## src/rtl/multiword_add_sequencer.sv

```systemverilog
// -----------------------------------------------------------------------------
// multiword_add_sequencer
//
// Performs a WORDS*WIDTH-bit add or subtract by running one shared WIDTH-bit
// ripple adder over the operand one word slice per cycle, least significant
// word first. The carry between slices is held in a register. Requests and
// results use valid/ready handshakes.
//
// Ports:
//   clk        clock, all state changes on the rising edge
//   rst_n      asynchronous active-low reset
//   in_valid   request present
//   in_ready   request can be accepted (IDLE only)
//   op_sub     0: a+b+cin, 1: a-b-cin (cin is borrow-in)
//   cin        carry-in / borrow-in
//   a, b       WORDS*WIDTH-bit operands, word 0 holds the LSBs
//   out_valid  result held and valid (DONE only)
//   out_ready  consumer accepts the result
//   sum        WORDS*WIDTH-bit result
//   cout       carry out of the final word (sub: 1 = no borrow)
//   overflow   signed overflow of the full-width result
//   busy       operation in RUN or waiting in DONE
// -----------------------------------------------------------------------------
module multiword_add_sequencer #(
   parameter int WIDTH = 8,
   parameter int WORDS = 4
) (
   input  logic                     clk,
   input  logic                     rst_n,
   input  logic                     in_valid,
   output logic                     in_ready,
   input  logic                     op_sub,
   input  logic                     cin,
   input  logic [WORDS*WIDTH-1:0]   a,
   input  logic [WORDS*WIDTH-1:0]   b,
   output logic                     out_valid,
   input  logic                     out_ready,
   output logic [WORDS*WIDTH-1:0]   sum,
   output logic                     cout,
   output logic                     overflow,
   output logic                     busy
);

   localparam int TOTAL = WORDS * WIDTH;
   localparam int IDX_W = (WORDS > 1) ? $clog2(WORDS) : 1;
   localparam logic [IDX_W-1:0] LAST_IDX = IDX_W'(WORDS - 1);

   typedef enum logic [1:0] {
      IDLE,
      RUN,
      DONE
   } state_t;

   state_t             state, state_next;
   logic [IDX_W-1:0]   idx;
   logic               carry_reg;
   logic [TOTAL-1:0]   a_reg, b_reg;
   logic [TOTAL-1:0]   sum_reg;
   logic               cout_reg, ovf_reg;

   logic               accept;
   logic               last_slice;
   logic [WIDTH-1:0]   a_word, b_word, add_sum;
   logic [WIDTH:0]     carry_chain;
   logic               add_cout;
   logic               msb_carry_in;

   assign accept     = (state == IDLE) && in_valid;
   assign last_slice = (idx == LAST_IDX);

   // ---------------------------------------------------------------------------
   // Word-slice selection for the shared adder
   // ---------------------------------------------------------------------------
   // NOTE: every signal driven in an always_comb gets a default first, so no
   // path leaves it unassigned and no latch is inferred.
   always_comb begin
      a_word = '0;
      b_word = '0;
      for (int w = 0; w < WORDS; w++) begin
         if (idx == IDX_W'(w)) begin
            a_word = a_reg[w*WIDTH +: WIDTH];
            b_word = b_reg[w*WIDTH +: WIDTH];
         end
      end
   end

   // ---------------------------------------------------------------------------
   // Shared WIDTH-bit ripple adder (full-adder chain)
   // ---------------------------------------------------------------------------
   assign carry_chain[0] = carry_reg;

   for (genvar i = 0; i < WIDTH; i++) begin : g_fa
      assign add_sum[i]         = a_word[i] ^ b_word[i] ^ carry_chain[i];
      assign carry_chain[i+1]   = (a_word[i] & b_word[i]) |
                                  (carry_chain[i] & (a_word[i] ^ b_word[i]));
   end

   assign add_cout = carry_chain[WIDTH];

   // Carry into the MSB recovered from the MSB full-adder terms.
   assign msb_carry_in = a_word[WIDTH-1] ^ b_word[WIDTH-1] ^ add_sum[WIDTH-1];

   // ---------------------------------------------------------------------------
   // FSM
   // ---------------------------------------------------------------------------
   // NOTE: sequential state uses non-blocking assignments so every register
   // samples the pre-edge values, independent of statement order.
   always_ff @(posedge clk or negedge rst_n) begin
      if (!rst_n) state <= IDLE;
      else        state <= state_next;
   end

   always_comb begin
      state_next = state;
      unique case (state)
         IDLE: if (in_valid)   state_next = RUN;
         RUN:  if (last_slice) state_next = DONE;
         DONE: if (out_ready)  state_next = IDLE;
         default:              state_next = IDLE;
      endcase
   end

   // ---------------------------------------------------------------------------
   // Operand registers
   // ---------------------------------------------------------------------------
   // NOTE: the operand registers carry no reset: they are only read in RUN,
   // which can only be entered through a load, so their reset value is never
   // observed.
   always_ff @(posedge clk) begin
      if (accept) begin
         a_reg <= a;
         b_reg <= op_sub ? ~b : b;
      end
   end

   // ---------------------------------------------------------------------------
   // Slice index, carry and result registers
   // ---------------------------------------------------------------------------
   always_ff @(posedge clk or negedge rst_n) begin
      if (!rst_n) begin
         idx       <= '0;
         carry_reg <= 1'b0;
         sum_reg   <= '0;
         cout_reg  <= 1'b0;
         ovf_reg   <= 1'b0;
      end else begin
         if (accept) begin
            // Subtract as a + ~b + ~borrow_in.
            carry_reg <= op_sub ? ~cin : cin;
            idx       <= '0;
         end else if (state == RUN) begin
            for (int w = 0; w < WORDS; w++) begin
               if (idx == IDX_W'(w)) sum_reg[w*WIDTH +: WIDTH] <= add_sum;
            end
            carry_reg <= add_cout;
            if (last_slice) begin
               idx      <= '0;
               cout_reg <= add_cout;
               ovf_reg  <= msb_carry_in ^ add_cout;
            end else begin
               idx <= idx + IDX_W'(1);
            end
         end
      end
   end

   // ---------------------------------------------------------------------------
   // Outputs
   // ---------------------------------------------------------------------------
   assign in_ready  = (state == IDLE);
   assign out_valid = (state == DONE);
   assign busy      = (state != IDLE);
   assign sum       = sum_reg;
   assign cout      = cout_reg;
   assign overflow  = ovf_reg;

endmodule

```

## config.mk

```make
export PLATFORM = sky130hd
export DESIGN_NAME = multiword_add_sequencer
export DESIGN_NICKNAME = d
export VERILOG_FILES = /design/src/rtl/multiword_add_sequencer.sv
export SDC_FILE = /design/constraint.sdc
export NUM_CORES = 1
export LEC_CHECK = 0
export ABC_AREA = 1
export ABC_CLOCK_PERIOD_IN_PS = 11150
export CORE_MARGIN = 4
export CORE_UTILIZATION = 34
export CTS_CLUSTER_DIAMETER = 150
export DETAILED_ROUTE_END_ITERATION = 6
export HOLD_SLACK_MARGIN = 0.06
export SLEW_MARGIN = 20
export SYNTH_ARGS = -nofsm -noshare
export SYNTH_HDL_FRONTEND = slang
export SYNTH_SLANG_ARGS = --single-unit
```

## constraint.sdc

```tcl
create_clock -name clk -period 11.15 [get_ports clk]
set_input_delay 1.115 -clock clk [delete_from_list [all_inputs] [get_ports clk]]
set_output_delay 1.115 -clock clk [all_outputs]
set_load 0.05 [all_outputs]
```

## Yosys cells after proc, flatten, opt, wreduce, memory -nomap -nowiden

Index checks and enable logic that the tools add are counted.

| word-level totals | value |
|---|---|
| register bits after elaboration | 103 |
| latch bits | 0 |
| bits in writable memories | 0 |
| ROM bits | 0 |
| bits of input ports | 70 |
| output and inout port bits | 37 |
| word-level logic and storage cells | 94 |
| memories kept | 0 |

| cells by class | value |
|---|---|
| add/subtract/negate cells | 1 |
| $mul | 0 |
| div/mod/pow operators | 0 |
| $lt $le $gt $ge | 0 |
| equal/unequal tests | 8 |
| shift-type cells | 0 |
| mux-type cells | 19 |
| bitwise gates (word level) | 45 |
| reductions and logical operators | 10 |

Operators with widths:

| kind | count |
|---|---|
| $mux W8 | 8 |
| $mux W32 | 1 |
| $not A32 Y32 | 1 |
| $xor A1 B1 Y1 | 18 |
| $and A1 B1 Y1 | 16 |
| $reduce_and A3 Y1 | 5 |
| $mux W2 | 6 |
| $or A1 B1 Y1 | 8 |
| $eq A2 B2 Y1 const B | 3 |
| $pmux W2 S3 | 1 |
| $eq A2 B1 Y1 const B | 2 |
| $logic_not A2 Y1 | 2 |
| $ne A2 B2 Y1 const B | 2 |
| $reduce_bool A2 Y1 | 2 |
| $mux W1 | 3 |
| $add A2 B1 Y2 const B | 1 |
| $ne A2 B1 Y1 const B | 1 |
| $not A1 Y1 | 2 |
| $logic_and A1 B1 Y1 | 1 |

## Longest topological paths before layout

Gate-level depths: netlist (run 1).

| logic depth | value |
|---|---|
| depth in word-level cells | 24 |
| depth in mapped cells | 25 |
| gate-level depth less buffers | 25 |

## Worst setup path after synthesis (run 1)

No wires, ideal clock.

| timing path | value |
|---|---|
| kind | reg2reg |
| from | register idx[0] |
| to | register ovf_reg (netlist: overflow) |
| setup time | 0.118 ns |
| data arrival time | 4.213 ns |
| required time | 11.032 ns |
| slack | 6.820 ns |
| stages on the path, launching flop included | 24 |
| buffers on the path | 2 |
| clock period less this slack | 4.330 ns |
| cells stage by stage | dfrtp_1 > inv_1 > ha_1 > buf_6 > inv_1 > buf_4 > nand3_1 > a21oi_2 > fa_1 > fa_1 > fa_1 > inv_1 > fa_1 > fa_1 > fa_1 > fa_1 > inv_1 > fa_1 > inv_1 > nand2_1 > nand3_1 > nand2_1 > nand2_1 > nand2_1 |

| between the ends | value |
|---|---|
| cells in the longest elaborated chain, start to end | 23 |
| elaborated cells on any way between the ends | 48 |

RTL lines:

| item | line | source |
|---|---|---|
| start, declared | 55 | `logic [IDX_W-1:0] idx;` |
| start signal, assigned | 161 | `idx <= idx + IDX_W'(1);` |
| $logic_not A2 Y1 | 80 | `if (idx == IDX_W'(w)) begin` |
| $mux W8 (4 in series) | 80 |  |
| $xor A1 B1 Y1 | 95 | `(carry_chain[i] & (a_word[i] ^ b_word[i]));` |
| $and A1 B1 Y1 | 95 |  |
| $or A1 B1 Y1 | 94 | `assign carry_chain[i+1] = (a_word[i] & b_word[i]) \|` |
| $and A1 B1 Y1 | 95 |  |
| $or A1 B1 Y1 | 94 |  |
| $and A1 B1 Y1 | 95 |  |
| (+5 left out) | n/a |  |
| $and A1 B1 Y1 | 95 |  |
| $or A1 B1 Y1 | 94 |  |
| $and A1 B1 Y1 | 95 |  |
| $or A1 B1 Y1 | 94 |  |
| $xor A1 B1 Y1 (*) | 93 | `assign add_sum[i] = a_word[i] ^ b_word[i] ^ carry_chain[i];` |
| net add_sum[7] | 63 | `logic [WIDTH-1:0] a_word, b_word, add_sum;` |
| $xor A1 B1 Y1 (*) | 101 | `assign msb_carry_in = a_word[WIDTH-1] ^ b_word[WIDTH-1] ^ add_sum[WIDTH-1];` |
| $xor A1 B1 Y1 (*) | 159 | `ovf_reg <= msb_carry_in ^ add_cout;` |
| end signal, assigned | 159 |  |
| end, declared | 59 | `logic cout_reg, ovf_reg;` |

Mark *: on every way through the listed nets, which the timed path passes. The rest lies on a longest branch.
A chain may end at the register's enable or synchronous reset.

## Worst setup path in the final report (run 1)

Ends and elaborated chain as after synthesis.

==> results.txt, run 1 <==
CP peak stage delay: 650 ps
Leakage: 2.47 nW
Rel. slew slack: 35.9%
Cell Area, Synth: 4650 sq um
Hold-fix buffers, CTS: 0
Total iterations of the first detailed-routing run: 4
Most frequent cells in the layout: 104 x clkdlybuf4s50_1, 103 x nand2_1, 64 x edfxtp_1
Total Power: 2.05 mW
Row count: 42
Initial core utilization: 35.0%
CTS tree: built
Largest net degree at the start of global routing: 66
Post-Route WL: 10300 um
Slowest CP cell: ha_1
Worst Tran Pin Value: 961 ps
Power share of the combinational group: 56.4%
Remaining antenna violation count: 0
CTS Sinks: 103
Fin crit period: 5130 ps
Grt total ovfl: 0
Core area: 13300 sq um
Die width: 125 um
Seq/Total Area, Yosys: 62.3%
Longest Clk Path Bufs: 2
Clk pwr share: 14.2%
Layout fillers: 1239
Library cells used by synthesis: 28
Initial antenna violation count: 0
P_int: 1.08 mW
Syn_nets: 485
Placed cells: 667
Multi-input gate area: 1530 sq um
Worst EP required: 11380 ps
Root buffer cell: clkbuf_16
Reg area: 2900 sq um
First-iteration detailed-routing DRC count: 221
Clock Latency Late Sink: 340 ps
Highest clock rate: 195 MHz
Routability cong.: 0.815
#FFs+latches synth: 103
Status: finished clean
Final clock skew: 6.48 ps
Slew Limit Fails: 0
Final setup violation count: 0
CTS resizes: 0
I/O Buffers: 106
Flop pwr share: 29.4%
Post-Syn Instances: 402
Endpoint class of the critical path: flop
Cell accounting for the most synthesized area: edfxtp_1
Max-cap viol count: 0
Die ar.: 15600 sq um
Post-CTS Setup Inserts: 0
First-pass GRT wire length: 16700 um
# IOs: 107
Synth Area per Inst: 11.6 sq um
Type of origin of the critical path: flop
Aggregate global-route resource usage: 13.4%
Worst IR Drop VDD: 0.165 mV
Cell family with most CP delay: adder cells
Crit share post-route: 46.0%
Via count: 3097
Synth warnings: 0
Synth top area share: 41.3%
Die Y: 125 um
Worst hold path type: flop to flop
Post-DP HPWL: 7860 um
CP bufs+invs: 5
Worst EP arrival: 5370 ps
Final nets: 585
CP cell instances: inv_1 -> ha_1 -> inv_1 -> nor2_1 -> nor2_1 -> nand2_1 -> nand2_1 -> fa_1 -> fa_1 -> fa_1 -> inv_1 -> fa_1 -> fa_1 -> fa_1 -> fa_1 -> inv_1 -> fa_1 -> inv_1 -> nand2_1 -> nand2_1 -> nand2_1 -> nand2_1 -> nand2_1 -> nand2_1
Htree depth: 3
WL/cell: 15.0 um
Vias per cell: 4.53
Share of cells above drive strength 1: 8.48%
Number of CTS-inserted buffers: 9
Most common cell after layout, fill and taps aside: clkdlybuf4s50_1
ANT cells: 0
PD cells: 337 nW/um^2
Layout area overhead: 30.6%
Unrepaired setup endpoints after global routing: false
Reg clk slew, reported paths: 60 ps
Switching Fraction: 47.1%
Vias in the first global route: 3344
Worst-path fanout max: 18
Final Hold Fails: 0
TNS Setup: 0 ps
Synth top area cells: edfxtp_1 41%, dfrtp_1 21%, nand2_1 8.3%
Number of remaining DRC errors: 0
Non-Filler Instances: 683
P_sw: 0.963 mW
CP Class: flop to flop
==> synth_stat cells, drive strengths merged <==
cell type	instances
nand3	9
buf	16
a21oi	22
or2	4
clkbuf	2
dfrtp	39
inv	25
o21ai	37
ha	5
nor2	22
xnor2	1
xor2	32
edfxtp	64
nand2	107
o31ai	1
fa	8
o211ai	4
a21boi	4
==> power by group through the flow <==
| stage | clock network [mW] | registers (mW) | logic, mW |
|---|---|---|---|
| 6_report | 0.291 | 0.601 | 1.16 |
| 5_1_grt | 0.315 | 0.613 | 1.28 |
| 3_5_place_dp | 0 | 0.609 | 1.17 |
| 4_1_cts | 0.299 | 0.602 | 1.17 |
| 3_3_place_gp | 0 | 0.609 | 1.14 |
| 2_1_floorplan | 0 | 0.787 | 0.633 |
==> routing by layer <==
layer  GRT usage, %  wire, um  vias to the layer above
met4           4.02       149                        0
li1               -         -                     1531
met1           16.6      4640                     1444
met3           4.18       578                       11
met5              0         0                        -
met2           22.6      4880                      111
==> worst min-delay path, delay by kind of cell (launching register included) <==
kind | cells | cell delay (ps)
DFF | 1 | 340
and+or+nand+nor | 2 | 110
==> per-stage QoR <==
step / util [%] / setup slack (ps) / area [sq um] / hold slack [ps]
after CTS: 45.7 / 6040 / 6080 / 488
after floorplan: - / 6820 / 4650 / 516
after detailed placement: 43.6 / 6060 / 5800 / 472
after global placement: 43.6 / 6220 / 5800 / 474
after global routing: 45.7 / 5620 / 6080 / 523
final: 45.7 / 6020 / 6080 / 486
==> logic make-up after synthesis <==
family                     count (synthesis)  share of synthesized area, %
DFF                                      103                          62.3
buffers and inverters                     43                          4.90
AOI/OAI and AO/OA                         68                          9.20
xor gates and xnor gates                  33                          6.21
adders and majority gates                 13                          4.79
and+or+nand+nor                          142                          12.6
==> path summary, 6_finish.rpt <==
kind	end	start	slack, ps	cells after the start
worst max-delay path	overflow$_DFFE_PN0P_	idx[0]$_DFFE_PN0P_	6020	24
worst min-delay path	overflow$_DFFE_PN0P_	overflow$_DFFE_PN0P_	490	2
worst max register to register	overflow$_DFFE_PN0P_	idx[0]$_DFFE_PN0P_	6020	24
worst min register to register	overflow$_DFFE_PN0P_	overflow$_DFFE_PN0P_	490	2
max in group asynchronous	carry_reg$_DFFE_PN0P_	rst_n	9640	1
min in group asynchronous	sum[5]$_DFFE_PN0P_	rst_n	910	1
==> cell type report <==
type | instances | share of cell area [%]
flip-flops and latches | 103 | 47.7
inverters | 25 | 1.63
clock inverters | 1 | 0.0824
well taps | 176 | 3.62
repair buffers | 107 | 17.4
multi-input cells | 256 | 25.1
clock buffers | 15 | 4.43
Power figures use the tool's default switching activity.
==> inputs of run 2 (changes only) <==
--- a/config.mk
+++ b/config.mk
@@ -6,7 +6,7 @@
 export NUM_CORES = 1
 export LEC_CHECK = 0
 export ABC_AREA = 1
-export ABC_CLOCK_PERIOD_IN_PS = 11150
+export ABC_CLOCK_PERIOD_IN_PS = 4300
 export CORE_MARGIN = 4
 export CORE_UTILIZATION = 34
 export CTS_CLUSTER_DIAMETER = 150
==> constraint.sdc (replaced) <==
create_clock -name clk -period 4.3 [get_ports clk]
set_input_delay 0.43 -clock clk [delete_from_list [all_inputs] [get_ports clk]]
set_output_delay 0.43 -clock clk [all_outputs]
set_load 0.05 [all_outputs]
==> run 2 against run 1 <==
  * First-iteration DRC count grew 19%
  * Clock-buffer cell count shrank 1
  * Register-to-register slack lost 5900 ps
  * Design area grew 3.8%
  * Worst hold slack lost 290 ps
  * Total power grew to 2.8 times the previous value
  * Wire length grew 3.4%
  * Clock skew grew 2.8 ps
  * Sequential share of layout area shrank 1.7 points
  * Via count grew 1.6%
  * Worst setup slack lost 5900 ps
  * Critical path type unchanged
  * Largest cell class unchanged
==> results.txt, run 2 (same netlist as run 1, synthesis figures left out) <==
Status: finished clean
Via count: 3147 (+1.6%)
Max-cap viol count: 0 (unchanged)
Remaining antenna violation count: 0 (unchanged)
Unrepaired setup endpoints after global routing: true
CTS Sinks: 103 (unchanged)
Final setup violation count: 0 (unchanged)
Post-DP HPWL: 8320 um (+5.9%)
Worst EP required: 4540 ps (-6840 ps)
Worst EP arrival: 4380 ps (-990 ps)
Aggregate global-route resource usage: 14.1% (+0.76 points)
Vias in the first global route: 3460 (+3.5%)
Die Y: 125 um (unchanged)
WL/cell: 15.1 um (+0.91%)
First-iteration detailed-routing DRC count: 264 (+19%)
Root buffer cell: clkbuf_16
Number of remaining DRC errors: 0 (unchanged)
Row count: 42 (unchanged)
Worst Hold Margin: 194 ps (-292 ps)
CP Class: flop to flop
Vias per cell: 4.50 (-0.85%)
Rel. slew slack: 42.4% (+6.5 points)
CTS tree: built
Final Hold Fails: 0 (unchanged)
Core area: 13300 sq um (unchanged)
Layout area overhead: 35.6%
# IOs: 107 (unchanged)
Final clock skew: 9.25 ps (+2.77 ps)
Slew Limit Fails: 0 (unchanged)
I/O Buffers: 106 (unchanged)
Initial antenna violation count: 0 (unchanged)
Hold-fix buffers, CTS: 0 (unchanged)
Worst hold path type: input pin to asynchronous set/reset pin
Non-Filler Instances: 700 (+2.5%)
Pre-CTS setup slack: -80.3 ps (-6140 ps)
Final nets: 602 (+2.9%)
Clock Latency Late Sink: 340 ps (about the same)
Die ar.: 15600 sq um (unchanged)
Most frequent cells in the layout: 104 x clkdlybuf4s50_1, 102 x nand2_1, 64 x edfxtp_1
Reg clk slew, reported paths: 70 ps (about the same)
Type of origin of the critical path: flop
Most common cell after layout, fill and taps aside: clkdlybuf4s50_1
Crit share post-route: 96.3% (+50 points)
Highest clock rate: 241 MHz (+24%)
Post-Route WL: 10600 um (+3.4%)
Setup ws final: 158 ps (-5860 ps)
Die width: 125 um (unchanged)
Worst Tran Pin Value: 864 ps (-97.4 ps)
ANT cells: 0 (unchanged)
Total iterations of the first detailed-routing run: 4 (unchanged)
Worst IR Drop VDD: 0.418 mV (+150%)
Leakage: 2.56 nW (+3.5%)
Routability cong.: 0.833 (+2.1%)
Total Power: 5.67 mW (+180%)
Number of CTS-inserted buffers: 9 (unchanged)
Htree depth: 3 (unchanged)
Fin crit period: 4140 ps (-990 ps)
TNS Setup: 0 ps (unchanged)
Share of cells above drive strength 1: 14.9% (+6.4 points)
Worst-path fanout max: 6 (-12)
Initial core utilization: 35.0% (unchanged)
Longest Clk Path Bufs: 2 (unchanged)
Largest net degree at the start of global routing: 40 (-39%)
Placed cells: 683 (+2.4%)
Endpoint class of the critical path: flop
Grt total ovfl: 0 (unchanged)
First-pass GRT wire length: 17600 um (+5.5%)
PD cells: 899 nW/um^2 (+170%)
run 2: report_power, final:
group | leakage, nW | total (mW) | internal [mW] | switching [mW]
Clock | 0.144 | 0.792 | 0.459 | 0.333
Combinational | 1.33 | 3.31 | 1.20 | 2.12
Sequential | 1.08 | 1.56 | 1.41 | 0.159
run 2: final timing paths:
kind / startpoint / end / slack, ps / depth (start not counted)
max in group asynchronous: rst_n / idx[0]$_DFFE_PN0P_ / 3490 / 1
hold / removal: rst_n / sum[16]$_DFFE_PN0P_ / 190 / 1
hold reg to reg: sum[18]$_DFFE_PN0P_ / sum[18]$_DFFE_PN0P_ / 490 / 2
setup / recovery: idx[0]$_DFFE_PN0P_ / overflow$_DFFE_PN0P_ / 160 / 21
setup reg to reg: idx[0]$_DFFE_PN0P_ / overflow$_DFFE_PN0P_ / 160 / 21
min in group clk: sum[18]$_DFFE_PN0P_ / sum[18]$_DFFE_PN0P_ / 490 / 2
run 2: area by class of cell:
type | instances | area, sq um
Clock buffer | 14 | 285
Inverter | 25 | 106
Tap cell | 176 | 220
Timing Repair Buffer | 124 | 1200
Multi-Input combinational cell | 256 | 1590
Fill cell | 1219 | 6990
Sequential cell | 103 | 2900
Clock inverter | 2 | 12.5
run 2: stage by stage:
stage,cell area (sq um),utilization [%]
CTS,6240,47.0
global route,6310,47.4
finish,6310,47.4
floorplan,4660,-
global placement,5930,44.6
detailed placement,5930,44.6
run 2: metal layers:
metal / wire length, um / GRT usage [%]
met2: 5110 / 23.2
met1: 4710 / 17.9
met5: 0 / 0
met3: 583 / 4.14
met4: 201 / 5.10
run 2: worst max-delay path, stage by stage (launching register included):
cell	delay, ps
dfrtp_2	450
ha_4	200
buf_4	160
nand2_1	60
nand3_1	100
a21oi_2	170
fa_2	220
fa_2	190
fa_1	180
inv_1	60
fa_2	330
fa_2	350
fa_2	350
fa_2	340
inv_2	60
fa_1	450
nand2_1	100
nand2_1	60
nand2_1	60
nand2_1	50
nand2_1	50
nand2_1	40
run 2: timing repair:
| item | CTS | global route |
|---|---|---|
| resized for setup | 5 | 18 |
| setup endpoints to repair | 3 | 6 |
| setup buffers | 0 | 1 |
| pin swaps | 1 | 5 |
| endpoints found under the hold margin | 0 | 0 |
